==> src/rtl/prime_pair_search.sv <==
// prime_pair_search: draws odd, top-bit-set candidates from the random source,
// feeds them one at a time to the Miller-Rabin tester and collects two
// distinct primes p and q for the RSA modulus stage.
module prime_pair_search #(
  parameter int mbit         = 63,
  parameter int pbit         = 31,
  parameter int max_tries    = 1024,
  parameter int busy_timeout = 4
) (
  input  logic            clk,
  input  logic            rst,
  input  logic            start,
  input  logic [mbit:0]   seed,
  output logic [mbit:0]   test_n,
  input  logic            test_busy,
  input  logic            test_isprime,
  output logic [pbit:0]   p,
  output logic [pbit:0]   q,
  output logic            busy,
  output logic            done,
  output logic            fail
);

  localparam int TW  = $clog2(max_tries + 1);
  localparam int TMW = (busy_timeout > 1) ? $clog2(busy_timeout) : 1;
  localparam logic [TW-1:0]  MAX_T  = TW'(max_tries);
  localparam logic [TMW-1:0] T_LAST = TMW'(busy_timeout - 1);

  typedef enum logic [2:0] {
    IDLE, LOAD, ISSUE, WAIT_RISE, WAIT_FALL, EVAL, FINISH
  } state_t;

  state_t           state, state_d;
  logic             target, target_d;     // 0: searching p, 1: searching q
  logic [pbit:0]    cand, cand_d;
  logic [mbit:0]    test_n_d;
  logic [TW-1:0]    tries, tries_d;
  logic [TMW-1:0]   timer, timer_d;
  logic             retry, retry_d;       // next ISSUE is a retrigger, not a new try
  logic             verdict, verdict_d;
  logic [pbit:0]    p_d, q_d;
  logic             busy_d, done_d, fail_d;

  logic [pbit+1:0]  cand_inc;
  logic [pbit:0]    seed_cand;
  logic             seed_unused;

  assign cand_inc    = {1'b0, cand} + (pbit+2)'(2);
  assign seed_cand   = {1'b1, seed[pbit-1:1], 1'b1};
  assign seed_unused = ^{seed[mbit:pbit], seed[0]};

  // State and datapath register, asynchronous active-low reset
  always_ff @(posedge clk or negedge rst) begin
    if (!rst) begin
      state   <= IDLE;
      target  <= 1'b0;
      cand    <= '0;
      test_n  <= '0;
      tries   <= '0;
      timer   <= '0;
      retry   <= 1'b0;
      verdict <= 1'b0;
      p       <= '0;
      q       <= '0;
      busy    <= 1'b0;
      done    <= 1'b0;
      fail    <= 1'b0;
    end else begin
      state   <= state_d;
      target  <= target_d;
      cand    <= cand_d;
      test_n  <= test_n_d;
      tries   <= tries_d;
      timer   <= timer_d;
      retry   <= retry_d;
      verdict <= verdict_d;
      p       <= p_d;
      q       <= q_d;
      busy    <= busy_d;
      done    <= done_d;
      fail    <= fail_d;
    end
  end

  // Next-state and datapath update for the search sequence
  always_comb begin
    state_d   = state;
    target_d  = target;
    cand_d    = cand;
    test_n_d  = test_n;
    tries_d   = tries;
    timer_d   = timer;
    retry_d   = retry;
    verdict_d = verdict;
    p_d       = p;
    q_d       = q;
    busy_d    = busy;
    done_d    = done;
    fail_d    = fail;

    unique case (state)
      IDLE: begin
        if (start) begin
          state_d  = LOAD;
          target_d = 1'b0;
          busy_d   = 1'b1;
          done_d   = 1'b0;
          fail_d   = 1'b0;
          tries_d  = '0;
          retry_d  = 1'b0;
          // results cleared on accept so an unfound prime reads back as 0
          p_d      = '0;
          q_d      = '0;
        end
      end

      LOAD: begin
        cand_d  = seed_cand;
        state_d = ISSUE;
      end

      ISSUE: begin
        if (target && (cand == p)) begin
          // re-testing p would leave test_n unchanged and never restart the tester
          cand_d = cand_inc[pbit:0];
        end else begin
          test_n_d = {{(mbit-pbit){1'b0}}, cand};
          if (!retry) tries_d = tries + 1'b1;
          retry_d  = 1'b0;
          timer_d  = '0;
          state_d  = WAIT_RISE;
        end
      end

      WAIT_RISE: begin
        if (test_busy) begin
          state_d = WAIT_FALL;
        end else if (timer == T_LAST) begin
          // drop test_n to 0 for one cycle so the same candidate re-triggers
          test_n_d = '0;
          retry_d  = 1'b1;
          state_d  = ISSUE;
        end else begin
          timer_d = timer + 1'b1;
        end
      end

      WAIT_FALL: begin
        if (!test_busy) begin
          verdict_d = test_isprime;
          state_d   = EVAL;
        end
      end

      EVAL: begin
        if (verdict) begin
          if (!target) begin
            p_d      = cand;
            target_d = 1'b1;
            tries_d  = '0;
            state_d  = LOAD;
          end else begin
            q_d     = cand;
            state_d = FINISH;
          end
        end else if (tries == MAX_T) begin
          fail_d  = 1'b1;
          state_d = FINISH;
        end else if (cand_inc[pbit+1]) begin
          state_d = LOAD;
        end else begin
          cand_d  = cand_inc[pbit:0];
          state_d = ISSUE;
        end
      end

      FINISH: begin
        done_d  = 1'b1;
        busy_d  = 1'b0;
        state_d = IDLE;
      end

      default: state_d = IDLE;
    endcase
  end

endmodule

==> config.mk <==
export PLATFORM = sky130hd
export DESIGN_NAME = prime_pair_search
export DESIGN_NICKNAME = d
export VERILOG_FILES = /design/src/rtl/prime_pair_search.sv
export SDC_FILE = /design/constraint.sdc
export NUM_CORES = 1
export LEC_CHECK = 0
export BUFFER_PORTS_ARGS = -buffer_cell sky130_fd_sc_hd__buf_2
export CORE_MARGIN = 4
export CORE_UTILIZATION = 40
export CTS_CLUSTER_DIAMETER = 30
export DETAILED_ROUTE_END_ITERATION = 16
export PLACE_DENSITY = 0.6
export SYNTH_ARGS = -nofsm -noshare
export SYNTH_HDL_FRONTEND = slang
export SYNTH_SLANG_ARGS = --single-unit
==> constraint.sdc <==
create_clock -name clk -period 3.4 [get_ports clk]
set_clock_uncertainty 0.1 [all_clocks]
set_input_delay 0.51 -clock clk [delete_from_list [all_inputs] [get_ports clk]]
set_output_delay 0.51 -clock clk [all_outputs]
set_load 0.01 [all_outputs]
* Yosys cells after proc, flatten, opt, wreduce, memory -nomap -nowiden
Cells that the tools add are included.
Word-level totals: register bits after elaboration 182, input port bits 69, output and inout port bits 131, logic and storage cells 111
Cells by class: $add $sub $neg 3, equal/unequal tests 25, multiplexer cells 49, bitwise logic cells 1, reductions and logical operators 20
Operators by type and width (count):
- $mux 32 | 9
- $mux 64 | 3
- $pmux 32 s2 | 2
- $pmux 64 s2 | 1
- $pmux 32 s3 | 1
- $mux 11 | 5
- $add 32x2->33 const B | 1
- $pmux 11 s3 | 1
- $eq 32x32->1 | 1
- $ne 2x2->1 const B | 15
- $mux 3 | 8
- $reduce_and 4->1 | 6
- $pmux 3 s6 | 1
- $add 11x1->11 const B | 1
- $eq 11x11->1 const B | 1
- $reduce_and 5->1 | 2
- $eq 3x3->1 const B | 3
- $reduce_bool 3->1 | 3
- $mux 1 | 8
- $mux 2 | 4
- $pmux 1 s2 | 4
- $eq 3x2->1 const B | 2
- $reduce_and 6->1 | 1
- $reduce_bool 2->1 | 3
- 11 further kinds | 12

* Longest topological paths before layout
depth after elaboration 5, depth in mapped cells 10, gate-level depth less buffers 7

* Worst setup path before layout
OpenSTA, ideal clock, no wires.
path kind register to register, from register cand[25], to register test_n[10], setup time 0.130 ns, arrival 2.081 ns, required time 3.170 ns, slack 1.089 ns, stages on the path, launching flop included 10, buffers on the path 3, period minus slack after synthesis 2.311 ns, cell sequence dfrtp_1 -> buf_6 -> xor2_1 -> nor4_2 -> nand4_1 -> or4_1 -> buf_6 -> buf_8 -> a32oi_1 -> o21ai_1
On the way: longest elaborated chain between the ends 4
Ends and longest elaborated chain:
- start: declaration | line 35 | logic [pbit:0] cand, cand_d;
- start signal: assignment | line 71 | cand <= cand_d;
- $eq 32x32->1 | line 123 | if (target && (cand == p)) begin
- $logic_and 1x1->1 | line 123
- $ne 2x2->1 (no line)
- $reduce_and 4->1 (no line)
- end signal: assignment | line 72 | test_n <= test_n_d;
- end: declaration | line 14 | output logic [mbit:0] test_n,
Every way passes these cells. A chain may end at the register's enable or synchronous reset.

* Worst setup path in the final report
from register state[0], to register cand[13]
On the way: longest elaborated chain between the ends 3, elaborated cells on any way between the ends 10, those cells by class 7 x eq/ne; 1 x mux; 2 x reduce/logical
Ends and longest elaborated chain:
- start: declaration | line 33 | state_t state, state_d;
- start signal: assignment | line 69 | state <= state_d;
- $eq 3x3->1 (tied with other cells) | line 101 | unique case (state)
- $ne 2x2->1 (no line) / $reduce_bool 3->1 (equally long branches)
- $reduce_and 5->1 (no line)
Parallel ways exist; a longest one is shown, timed or not.

==> parameters.txt <==
Parameter                              Value

Run status
  Status    complete, no violations

Synth
  Post-Synth Adder-Cell Area    0.618%
  Netlist area before placement    0.00810 mm²
  Post-synth ARST share    100%
  Cell accounting for the most synthesized area    sky130_fd_sc_hd__dfrtp_1
  Share of the synthesized area in the top cell type    46.3%
  Fraction of synthesized cell area in xor and xnor cells    3.46%
  Seq/Total Area, Yosys    between 40 and 50%
  Combinational family with the most area after synthesis    compound AO/OA/AOI/OAI gates
  Synthesized area per cell    9.11 µm²
  Most common cell in the netlist    sky130_fd_sc_hd__dfrtp_1
  Ys flop type    sky130_fd_sc_hd__dfrtp_1
  Mux contribution to synthesized area    0.633%
  Post-synthesis cell type count    69
  Number of warnings reported in the yosys synthesis log    0
  Synth Instances    889
  Register bit total from synthesis    150
  Most used standard cells in the synthesized netlist    150 x sky130_fd_sc_hd__dfrtp_1, 128 x sky130_fd_sc_hd__nand2_1, 80 x sky130_fd_sc_hd__o21ai_0
  Synth Area in Simple Gates    between 10% and 20%
  Number of enable flip-flop cells after synthesis    0
  Compound-cell area share of the yosys netlist    22.5%
  Top post-synthesis cells by area    sky130_fd_sc_hd__dfrtp_1 46%, sky130_fd_sc_hd__nand2_1 5.9%, sky130_fd_sc_hd__o21ai_0 4.9%

Power
  Total power draw    just under 9000 µW
  Proportion of power drawn by combinational gates    a little over two fifths
  Fraction of power consumed by the clock network    21.0%
  Internal power    5010 µW
  Leakage power of the design    0.00439 µW
  Power density over the cells    943 mW/mm²
  Worst vdd rail ir drop    0.000477 V
  Switching part of the total    44.0%
  Relative contribution of sequential cells to total power    roughly 36%
  Total net switching power    3930 µW

STA
  Final critical delay including setup and external delays    slightly below 3 ns
  Worst-Margin Slew    1.09 ns
  Total count of hold-check failures in the final report    0
  Max Slew Vio Count    0
  Fin Hold WS    0.221 ns
  Unrepaired setup endpoints after global routing    no
  Final-report setup violation count    0
  Remaining max-slew budget at the tightest pin    27.2%
  Worst Slack Setup Final    0.432 ns
  Sum Neg Setup Slack    0 ns
  Maximum operating frequency    337 MHz
  Final clock period utilization by the worst path    87.3%

Clock network
  TritonCTS clock tree    yes
  H-tree depth    4
  Deepest clock path buffer count    2
  Register clock-pin slew on the reported worst setup and hold paths    0.06 ns
  Clk Latency, worst-skew pair    0.44 ns
  Post-CTS sizing    0
  Number of clock buffers inserted by TritonCTS    17
  Root Buffer    sky130_fd_sc_hd__clkbuf_16
  Sink count of the clock tree    150

Final layout
  Area growth from synthesis to layout    17.1%
  Layout cells sized above 1    21.8%
  Final antenna diode count    0
  Final nets    1077
  Count of non-filler cells in the finished layout    1282

Drt
  Average wire per standard cell    19.4 µm
  Post-route DRC    0
  Via count    7175
  Detail Route Antenna Nets    0
  Final wirelength    24.9 mm
  Number of DRC markers in iteration 0    about 640
  Via-per-instance ratio    about 5.6
  DRT Pass-1 Iters    5

Floorplan
  Placeable Area    0.0197 mm²
  Ports    200
  Full die area    0.0226 mm²
  Placement Rows    51
  Horizontal die dimension    about 150 µm
  Starting Density    41.1%
  Vertical extent of the die    150 µm

Placed design
  Final GP Congestion    0.940
  Number of buffers inserted by port buffering    133
  Worst-case setup slack after placement    0.562 ns
  HPWL after detailed placement    18.1 mm
  Number of cells after detailed placement    between 1000 and 1500

GRT
  Vias in the first global route    6713
  GR Overflow Total    0
  Global Route Usage Sum    22.1%
  Initial antenna violation count    0
  Maximum number of pins on one net before global-route repair    70
  Wire length of the first global-routing pass    ~39 mm

Worst hold path
  Hold Startpoint    seed[24]
  Classification of the worst-slack hold path    in2reg

Worst setup path
  Worst setup path category    reg2reg
  Worst setup path start    state[0]
  Startpoint kind of the worst setup timing path    flip-flop
  Endpoint arrival time on the critical path    3.24 ns
  Critical path required time    between 3 and 4 ns
  CP Capture Type    flip-flop
  Top fanout value on the critical path    18
  Critical R2R Launch    state[0]

Job
  Max-capacitance violation count    0
per-stage QoR:
step / util [%] / cell area [µm²]
floorplan: - / 8220
global placement: 45.1 / 8890
detailed placement: 45.1 / 8890
CTS: 48.1 / 9480
global route: 48.1 / 9480
finish: 48.1 / 9480
final cells by class:
| cell class | instances | area [µm²] |
|---|---|---|
| clock inverter | 13 | 146 |
| sequential | 150 | 3750 |
| clock buffer | 19 | 433 |
| fill | 1900 | 10200 |
| tap | 265 | 332 |
| inverter | 49 | 184 |
| multi-input combinational | 614 | 3640 |
| timing repair buffer | 172 | 992 |
state kept, by name, indices dropped and copies added (netlist names):
signal   flops
retry        1
done         1
target       1
cand        32
state        3
q           32
busy         1
tries       11
timer        2
verdict      1
test_n      32
p           32
fail         1
worst paths after layout:
kind                       endpoint  slack [ns]  cells past startpoint
max in group asynchronous   cand[4]        1.91                      3
min in group asynchronous     q[19]        0.52                      2
min reg2reg                   q[19]        0.37                      2
max reg2reg                cand[13]        0.43                      6
min                        cand[24]        0.22                      3
max                        cand[13]        0.43                      6
layer usage:
metal  GRT usage [%]  vias up  routed length, µm
met5               0        -                  0
met4            5.12        0                322
met3            4.46       25               1750
met2            33.3      275              11300
met1            32.9     3494              11600
li1                -     3381                  -
power groups by stage:
stage	clock, µW	combinational [µW]	sequential, µW
after floorplan	0	2600	3040
after global placement	0	3750	3250
after detailed placement	0	3810	3260
after CTS	1900	3830	3230
after global routing	1990	4240	3350
final	1880	3820	3240
cells in the final DEF (no fill, tap or decap), types with 6 or more instances in the layout:
cell type	netlist	layout
sky130_fd_sc_hd__and3_1	9	9
sky130_fd_sc_hd__o22a_1	6	6
sky130_fd_sc_hd__nand3_1	23	23
sky130_fd_sc_hd__clkbuf_16	0	17
sky130_fd_sc_hd__buf_2	19	132
sky130_fd_sc_hd__o22ai_1	7	7
sky130_fd_sc_hd__nor3_1	6	6
sky130_fd_sc_hd__buf_4	34	36
sky130_fd_sc_hd__o211ai_1	9	9
sky130_fd_sc_hd__a221oi_1	10	10
sky130_fd_sc_hd__o21ai_1	33	33
sky130_fd_sc_hd__o211a_1	6	6
sky130_fd_sc_hd__a2bb2oi_1	7	7
sky130_fd_sc_hd__inv_1	49	49
sky130_fd_sc_hd__a32oi_1	33	33
sky130_fd_sc_hd__a21oi_1	18	18
sky130_fd_sc_hd__xor2_1	27	27
sky130_fd_sc_hd__nand2b_1	7	7
sky130_fd_sc_hd__o21ai_0	80	79
sky130_fd_sc_hd__nand4_1	13	13
sky130_fd_sc_hd__conb_1	1	32
sky130_fd_sc_hd__a211oi_1	13	13
sky130_fd_sc_hd__nand2_1	128	128
sky130_fd_sc_hd__nor4_1	15	15
sky130_fd_sc_hd__dfrtp_1	150	150
sky130_fd_sc_hd__nor2_1	40	39
critical path, stage by stage, from the launching register on:
cell and delay [ns]:
sky130_fd_sc_hd__dfrtp_1 0.54, sky130_fd_sc_hd__nor2_1 0.20, sky130_fd_sc_hd__and2_1 0.42, sky130_fd_sc_hd__and4_1 0.29, sky130_fd_sc_hd__nand3_1 0.16, sky130_fd_sc_hd__a21oi_2 0.86, sky130_fd_sc_hd__o221a_2 0.32
logic make-up (layout without fill, tap and decap cells):
logic type,Yosys count,in the layout
simple gates,273,273
compound gates,268,268
buf+inv,156,253
flops,150,150
xor+xnor,32,32
mux,5,5
fa+ha+maj,4,4
other cells,1,32
repair_timing:
action | in CTS | in global routing
hold endpoints to repair | 56 | 0
buffers inserted | 0 | 0
hold buffers | 1 | 0
No activity file was read; power rests on OpenSTA's default activity.
